### src/rtl/round_robin_ponderado_param_pkg.sv
// Shared sizing helpers for the weighted round-robin arbiter: field widths,
// modulo increment for any queue count and per-queue weight extraction.
package round_robin_ponderado_param_pkg;

    localparam int PESOS_MAX_W = 1024;

    function automatic int calc_ww(input int max_weight);
        return (max_weight > 1) ? $clog2(max_weight) : 1;
    endfunction

    function automatic int calc_sw(input int n);
        return (n > 1) ? $clog2(n) : 1;
    endfunction

    // Explicit wrap so non-power-of-two queue counts never produce an out-of-range index
    function automatic int mod_inc(input int v, input int n);
        return (v + 1 >= n) ? 0 : v + 1;
    endfunction

    function automatic logic [31:0] peso_de(input logic [PESOS_MAX_W-1:0] v,
                                            input int n, input int ww);
        logic [PESOS_MAX_W-1:0] s;
        s = v >> (n * ww);
        return s[31:0] & ((32'd1 << ww) - 32'd1);
    endfunction

endpackage

### src/rtl/round_robin_ponderado_param_selector_rotativo.sv
// Rotating-priority first-one finder: first eligible queue scanning from
// `actual` upward, wrapping modulo N.
module selector_rotativo #(
    parameter int N  = 4,
    parameter int SW = 2
) (
    input  logic [N-1:0]  eligible,
    input  logic [SW-1:0] actual,
    output logic [SW-1:0] c,
    output logic          any
);

    logic [2*N-1:0] dbl;
    logic [N-1:0]   rot;
    int             off;
    int             sum;

    always_comb begin
        dbl = {eligible, eligible} >> actual;
        rot = dbl[N-1:0];
        off = 0;
        any = 1'b0;
        // Scan downward so the lowest offset (nearest to the owner) wins
        for (int k = N - 1; k >= 0; k--) begin
            if (rot[k]) begin
                off = k;
                any = 1'b1;
            end
        end
        sum = int'(actual) + off;
        if (sum >= N) sum = sum - N;
        c = SW'(sum);
    end

endmodule

### src/rtl/round_robin_ponderado_param.sv
// Work-conserving weighted round-robin arbiter over QUEUE_QUANTITY FIFOs;
// holds turn credit across cycles and advances only on pop_ready.
module round_robin_ponderado_param
    import round_robin_ponderado_param_pkg::*;
#(
    parameter int QUEUE_QUANTITY = 4,
    parameter int MAX_WEIGHT     = 64,
    localparam int WW = calc_ww(MAX_WEIGHT),
    localparam int SW = calc_sw(QUEUE_QUANTITY)
) (
    input  logic                         clk,
    input  logic                         rst,
    input  logic                         enb,
    input  logic                         modo,
    input  logic [QUEUE_QUANTITY*WW-1:0] pesos,
    input  logic [QUEUE_QUANTITY-1:0]    buf_empty,
    input  logic                         pop_ready,
    output logic [SW-1:0]                selector,
    output logic                         selector_enb,
    output logic [QUEUE_QUANTITY-1:0]    pop
);

    logic [SW-1:0]             actual_q, actual_d;
    logic [WW-1:0]             credito_q, credito_d;
    logic [WW-1:0]             peso [QUEUE_QUANTITY];
    logic [QUEUE_QUANTITY-1:0] eligible;
    logic [SW-1:0]             c;
    logic                      any;
    logic                      grant;
    logic [WW-1:0]             ew;
    logic [WW-1:0]             rem;

    always_comb begin
        for (int i = 0; i < QUEUE_QUANTITY; i++) begin
            peso[i]     = WW'(peso_de(PESOS_MAX_W'(pesos), i, WW));
            eligible[i] = !buf_empty[i] && (peso[i] != '0);
        end
    end

    selector_rotativo #(.N(QUEUE_QUANTITY), .SW(SW)) u_sel (
        .eligible (eligible),
        .actual   (actual_q),
        .c        (c),
        .any      (any)
    );

    // Reset also masks the offer so nothing is popped while state is being cleared
    assign selector_enb = enb && !rst && any;
    assign selector     = selector_enb ? c : '0;
    assign grant        = selector_enb && pop_ready;

    always_comb begin
        for (int i = 0; i < QUEUE_QUANTITY; i++)
            pop[i] = grant && (c == SW'(i));
    end

    always_comb begin
        ew        = modo ? WW'(1) : peso[c];
        // Weight is sampled only when a fresh turn starts
        if ((c != actual_q) || (credito_q == '0)) rem = ew - WW'(1);
        else                                      rem = credito_q - WW'(1);
        actual_d  = actual_q;
        credito_d = credito_q;
        if (grant) begin
            if (rem == '0) begin
                actual_d  = SW'(mod_inc(int'(c), QUEUE_QUANTITY));
                credito_d = '0;
            end else begin
                actual_d  = c;
                credito_d = rem;
            end
        end
    end

    always_ff @(posedge clk) begin
        if (rst) begin
            actual_q  <= '0;
            credito_q <= '0;
        end else begin
            actual_q  <= actual_d;
            credito_q <= credito_d;
        end
    end

endmodule

### config.mk
export PLATFORM = sky130hd
export DESIGN_NAME = round_robin_ponderado_param
export DESIGN_NICKNAME = d
export VERILOG_FILES = /design/src/rtl/round_robin_ponderado_param_pkg.sv /design/src/rtl/round_robin_ponderado_param_selector_rotativo.sv /design/src/rtl/round_robin_ponderado_param.sv
export SDC_FILE = /design/constraint.sdc
export NUM_CORES = 1
export LEC_CHECK = 0
export CAP_MARGIN = 20
export CORE_MARGIN = 1.5
export CORE_UTILIZATION = 52
export DETAILED_ROUTE_END_ITERATION = 8
export PLACE_DENSITY_LB_ADDON = 0.08
export SLEW_MARGIN = 10
export SYNTH_ARGS = -nofsm -noshare
export SYNTH_HDL_FRONTEND = slang
export SYNTH_SLANG_ARGS = --single-unit
### constraint.sdc
create_clock -name clk -period 5.7 [get_ports clk]
set_input_delay 0.57 -clock clk [delete_from_list [all_inputs] [get_ports clk]]
set_output_delay 0.57 -clock clk [all_outputs]
set_load 0.1 [all_outputs]
After elaboration in Yosys (flattened, before gate mapping)

Index checks and enable logic that the tools add are counted.

Logic and storage cells: 58
Output and inout bits: 7
Flip-flop bits (word level): 8
Input port bits: 33

Bitwise logic cells: 1
Reductions and logical operators: 24
Mux-type cells: 18
Add/subtract/negate cells: 5
Eq/ne operators: 4
Shift-type cells: 1
$lt $le $gt $ge: 3

Operator list:

| cell                                                               | count |
|---|---|
| 6-bit 2-to-1 mux                                                   | 5 |
| 6-bit nonzero test                                                 | 4 |
| 2-bit 2-to-1 mux                                                   | 8 |
| 6-bit binary-select mux with 2-bit select                          | 1 |
| 6-bit zero test                                                    | 2 |
| 6-bit by 1-bit subtractor with 6-bit output, second input constant | 2 |
| 1-bit logical AND                                                  | 11 |
| 3-bit greater-or-equal comparator, second input constant           | 3 |
| 8-bit by 2-bit >> shifter with 4-bit output                        | 1 |
| 1-bit zero test                                                    | 5 |
| 2-bit == test, second input constant                               | 2 |
| 1-bit 2-to-1 mux                                                   | 4 |
| 2-bit by 1-bit adder with 3-bit output, second input constant      | 1 |
| 2-bit by 2-bit adder with 3-bit output                             | 1 |
| 2-bit inverter with 3-bit output                                   | 1 |
| 2-bit by 1-bit == test with 1-bit output, second input constant    | 1 |
| 2-bit zero test                                                    | 1 |
| 2-bit inequality test                                              | 1 |
| 2-bit by 1-bit subtractor with 2-bit output, second input constant | 1 |
| 1-bit logical OR                                                   | 1 |

Longest topological paths before layout

Depth after elaboration: 19
Depth in mapped cells: 21
Gate-level depth less buffers: 18

Cells and area by module

Synthesis repeated with hierarchy kept, for this count alone.

Cells, all modules: 140
Area total of the unflattened synthesis: 1,112.3 µm²

By module, submodules not included:

| module                      | times used | area each (µm²) | cells each | seq. area each (µm²) |
|---|---|---|---|---|
| round_robin_ponderado_param | 1          | 932.1           | 117        | 160.2 |
| selector_rotativo           | 1          | 180.2           | 23         | 0.0 |

Least setup slack after synthesis

Ideal clock, no wire load.

Path kind: in2out
Start: input pesos[2]
End: output pop[0]
Data required time: 5.130 ns
Data arrival time: 4.768 ns
Path buffers: 0
Stages: 4
Slack: 0.362 ns
Cells stage by stage: nor2_1 -> a31o_2 -> a311oi_1 -> and3_1

Elaborated cells on any way between the ends: 19
Classes of those cells: add/sub (2); order compare (1); shift (1); mux (9); reduce/logical (6)

RTL lines:

| item                                            | line                                                | source |
|---|---|---|
| start: declaration                              | round_robin_ponderado_param.sv:15                   | `input logic [QUEUE_QUANTITY*WW-1:0] pesos,` |
| 6-bit nonzero test (*)                          | round_robin_ponderado_param.sv:36                   | `eligible[i] = !buf_empty[i] && (peso[i] != '0);` |
| 1-bit logical AND (*)                           | round_robin_ponderado_param.sv:36                   |  |
| 8-bit by 2-bit >> shifter with 4-bit output (*) | round_robin_ponderado_param_selector_rotativo.sv:19 | `dbl = {eligible, eligible} >> actual;` |
| 1-bit 2-to-1 mux (3 in a row)                   | round_robin_ponderado_param_selector_rotativo.sv:25 | `if (rot[k]) begin` |
| 1-bit 2-to-1 mux (*)                            | round_robin_ponderado_param_selector_rotativo.sv:25 |  |
| 1-bit logical AND (*)                           | round_robin_ponderado_param.sv:48                   | `assign selector_enb = enb && !rst && any;` |
| net selector_enb                                | round_robin_ponderado_param.sv:19                   | `output logic selector_enb,` |
| 1-bit logical AND (*)                           | round_robin_ponderado_param.sv:50                   | `assign grant = selector_enb && pop_ready;` |
| 1-bit logical AND (*)                           | round_robin_ponderado_param.sv:54                   | `pop[i] = grant && (c == SW'(i));` |
| end: declaration                                | round_robin_ponderado_param.sv:20                   | `output logic [QUEUE_QUANTITY-1:0] pop` |

Mark *: on every way through the listed nets, which the timed path passes. The rest lies on a longest branch.

Worst setup path in the final report

Start: input pesos[11]
End: register actual_q[1]

Cells in the longest elaborated chain, start to end: 19
Elaborated cells on any way between the ends: 31
Classes of those cells: add/sub (4); order compare (2); eq/ne (1); shift (1); mux (16); bitwise (1); reduce/logical (6)

Ends and longest elaborated chain:

| item                                                                                                    | line                                                | source |
|---|---|---|
| 6-bit nonzero test                                                                                      | round_robin_ponderado_param.sv:36                   |  |
| 1-bit logical AND                                                                                       | round_robin_ponderado_param.sv:36                   |  |
| 8-bit by 2-bit >> shifter with 4-bit output                                                             | round_robin_ponderado_param_selector_rotativo.sv:19 |  |
| 2-bit 2-to-1 mux (4 in a row)                                                                           | round_robin_ponderado_param_selector_rotativo.sv:25 |  |
| 2-bit by 2-bit adder with 3-bit output                                                                  | round_robin_ponderado_param_selector_rotativo.sv:30 | `sum = int'(actual) + off;` |
| 3-bit greater-or-equal comparator / 2-bit by 1-bit subtractor with 2-bit output (equally long branches) | round_robin_ponderado_param_selector_rotativo.sv:31 | `if (sum >= N) sum = sum - N;` |
| 2-bit 2-to-1 mux                                                                                        | round_robin_ponderado_param_selector_rotativo.sv:31 |  |
| 2-bit inverter with 3-bit output (not written as such)                                                  | round_robin_ponderado_param.sv:58                   | `ew = modo ? WW'(1) : peso[c];` |
| 6-bit binary-select mux with 2-bit select                                                               | round_robin_ponderado_param.sv:58                   |  |
| 6-bit 2-to-1 mux (not written as such) (2 in a row)                                                     | round_robin_ponderado_param.sv:58                   |  |
| 6-bit 2-to-1 mux                                                                                        | round_robin_ponderado_param.sv:58                   |  |
| 6-bit by 1-bit subtractor with 6-bit output                                                             | round_robin_ponderado_param.sv:60                   | `if ((c != actual_q) \|\| (credito_q == '0)) rem = ew - WW'(1);` |
| 6-bit 2-to-1 mux                                                                                        | round_robin_ponderado_param.sv:60                   |  |
| 6-bit zero test                                                                                         | round_robin_ponderado_param.sv:65                   | `if (rem == '0) begin` |
| 2-bit 2-to-1 mux                                                                                        | round_robin_ponderado_param.sv:65                   |  |
| end signal: assignment                                                                                  | round_robin_ponderado_param.sv:80                   | `actual_q <= actual_d;` |
| end: declaration                                                                                        | round_robin_ponderado_param.sv:23                   | `logic [SW-1:0] actual_q, actual_d;` |

Parallel ways exist; a longest one is shown, timed or not. The select of a mux whose other input is x is not followed.
A chain may end at the register's enable or synchronous reset.

==> results.cfg <==
[finish]
utilization = 0.670
nets = 313
final.fill_count = 324
instances_no_fill = 317
final_common_cell = clkdlybuf4s50_1
area_growth_pct = 21.7
drive_above_1_share = 0.177
diodes = 0
layout_common_cells = 33 x clkdlybuf4s50_1, 29 x nor2_1, 13 x or2_2

[setup_path]
r2r-start = actual_q[0]$_SDFFE_PP0P_
r2r_end = actual_q[1]$_SDFFE_PP0P_
critPathRequiredTime_ns = 5.84
slowest_delay_ns = 0.45
cp-startpoint = pesos[11]
critical_path_class = in -> reg
r2r_setup_slack_ns = 1.00
ff2ff_path_depth = 16
worstPathArrival_ns = 5.26
crit_end = actual_q[1]$_SDFFE_PP0P_
worstPathCellList = clkdlybuf4s50_1 > nor2_1 > a31o_1 > nor3_1 > a311oi_1 > o221ai_1 > ha_1 > buf_4 > inv_1 > or3_1 > a221oi_1 > nor2_1 > a21boi_2 > or2_2 > ha_1 > xnor2_1 > nor3_2 > and2_1 > o311a_1
crit_fanout = 26
startpoint_type = primary input
cp_slowest_cell = clkdlybuf4s50_1
worst_setup_path_end_kind = flop

[placed_design]
hpwl_um = 3860
gp_congestion = 0.964
dp_cells = 314
portBuffers = 39

[timing]
max_freq_ghz = 0.196
min_period_ns = 5.11
slew_violations = 0
finalSetupTns_ns = 0
hold_viol = 0
finalSetupViolCount = 0
skew_ns = 0.00645
rsz0062_at_grt = no
tightest_slew_ns = 0.969
relSlewSlack = 0.352
min_period_over_period = 0.897
whs_ns = 0.502

[yosys]
yosys-top-cells-area = dfxtp_1 8.7%, nor2_1 5.9%, ha_1 4.7%
synth_flop_cell = dfxtp_1
synth_edf_count = 0
synth-seq-cells = 8
yosysSeqAreaShare = 0.0865
yosysTopAreaCell = dfxtp_1
synth_warnings = 0
ys_async_sr_fraction = 0
syn_avg_cell_area_um2 = 7.65
synthDominantCellAreaShare = 0.0865
ys_types = 64
syn-num-nets = 282
netlist_area_um2 = 1850
syn_inst = 242

[clock_tree]
cts_made_buffers = 3
clock_latency_ns = 0.26
clk_pin_slew_ns = 0.05
clk_path_buf_depth = 2
cts_setup_buffers = 0
cts_hold_buf = 0
cts_resized = 0
ctsRootBufferMaster = clkbuf_4
cts_sinks = 8
htree_levels = 1
cts_tree = yes

[detailed_routing]
vias_per_cell = 6.27
drt-pass1-iter-count = 4
totalWireLength_um = 5140
drtIter0Drc = 207
antenna_left = 0
drc = 0
wl_per_cell_um = 16.2
via_count = 1988

[pwr]
p_sw_frac = 0.498
power_density_nw_per_um2 = 197
combPwrFrac = 0.733
seqPwrFrac = 0.169
leakage_nw = 0.815
p_sw_uw = 220
internal_power_uw = 222
clockPowerShare = 0.098
power.total_uw = 443
ir_drop_mv = 0.149

[die]
die_w_um = 62.7
start_util = 0.550
io_pins = 40
placementRows = 21
die-area_um2 = 3930
die_h_um = 62.7
coreArea_um2 = 3360

[hold_path]
hold_path.class = reg -> reg

[flow_run]
drv_cap = 0

[status]
status = complete, no violations

[global_route]
antenna_found_initial = 0
grt_overflow_total = 0
grt_max_degree = 27
grt_pass1_vias = 1807
grt_pass1_wl_um = 8590
grt_use_total = 0.263
==> logic make-up after synthesis <==
| family | share of synthesized area |
|---|---|
| AND/OR/NAND/NOR | 0.324 |
| AO/OA/AOI/OAI | 0.443 |
| buffers and inverters | 0.0676 |
| flip-flops | 0.0865 |
| adder cells (fa/ha/maj) | 0.0473 |
| XOR/XNOR | 0.0237 |
| multiplexers | 0.00811 |
==> cell type report <==
type,instances,area (um^2),share of cell area
Tap cell,46,57.6,0.0256
Clock buffer,3,22.5,0.0100
Multi-Input combinational cell,206,1570,0.695
Inverter,11,41.3,0.0183
Timing Repair Buffer,43,405,0.180
Sequential cell,8,160,0.0711
==> Yosys cell counts (5+ instances only) <==
cell,n
nand2b_1,11
nor3_1,8
nor2_1,29
a21oi_1,6
o21ai_0,7
a211oi_1,11
nand2_1,9
inv_1,11
or2_2,13
ha_1,7
and2_1,5
a221oi_1,5
dfxtp_1,8
nand3b_1,6
a2111oi_0,7
or3_1,7
clkbuf_1,10
o2111a_1,5
a311oi_1,5
==> worst min-delay path by stage <==
stage	slack, ns	to	startpoint	depth (start not counted)
global placement	0.49	credito_q[1]$_SDFFE_PP0P_	credito_q[1]$_SDFFE_PP0P_	2
global route	0.54	credito_q[0]$_SDFFE_PP0P_	credito_q[0]$_SDFFE_PP0P_	2
floorplan	0.46	credito_q[5]$_SDFFE_PP0P_	credito_q[5]$_SDFFE_PP0P_	1
detailed placement	0.50	credito_q[0]$_SDFFE_PP0P_	credito_q[0]$_SDFFE_PP0P_	2
CTS	0.51	credito_q[0]$_SDFFE_PP0P_	credito_q[0]$_SDFFE_PP0P_	2
finish	0.50	credito_q[0]$_SDFFE_PP0P_	credito_q[0]$_SDFFE_PP0P_	2
==> power by group through the flow <==
| stage | logic (mW) | registers, mW | clock network [mW] |
|---|---|---|---|
| after floorplan | 0.248 | 0.0704 | 0 |
| after global placement | 0.315 | 0.0757 | 0 |
| after detailed placement | 0.319 | 0.0760 | 0 |
| after CTS | 0.322 | 0.0748 | 0.0450 |
| after global routing | 0.355 | 0.0765 | 0.0475 |
| final | 0.324 | 0.0750 | 0.0433 |
==> worst max-delay path, delay by kind of cell <==
kind / cells / cell delay [ns]
compound gates: 6 / 1.60
buf+inv: 3 / 1.07
xor+xnor: 1 / 0.18
simple gates: 7 / 1.32
fa+ha+maj: 2 / 0.55
==> stage by stage <==
step                      cell area [um^2]  setup slack [ns]
after global placement                2230             0.482
final                                 2250             0.587
after floorplan                       1850             0.362
after CTS                             2250             0.642
after detailed placement              2230             0.411
after global routing                  2250             0.246
==> routing by layer <==
layer,global-route usage,wire length (um),vias up
met5,0,0,-
met4,0.0944,108,0
met3,0.0234,210,11
met2,0.426,2390,55
met1,0.363,2420,919
li1,-,-,1003
==> registers in the layout, summed over array words and instances (netlist names) <==
register,flops
credito_q,6
actual_q,2
No activity file was read; power rests on OpenSTA's default activity.
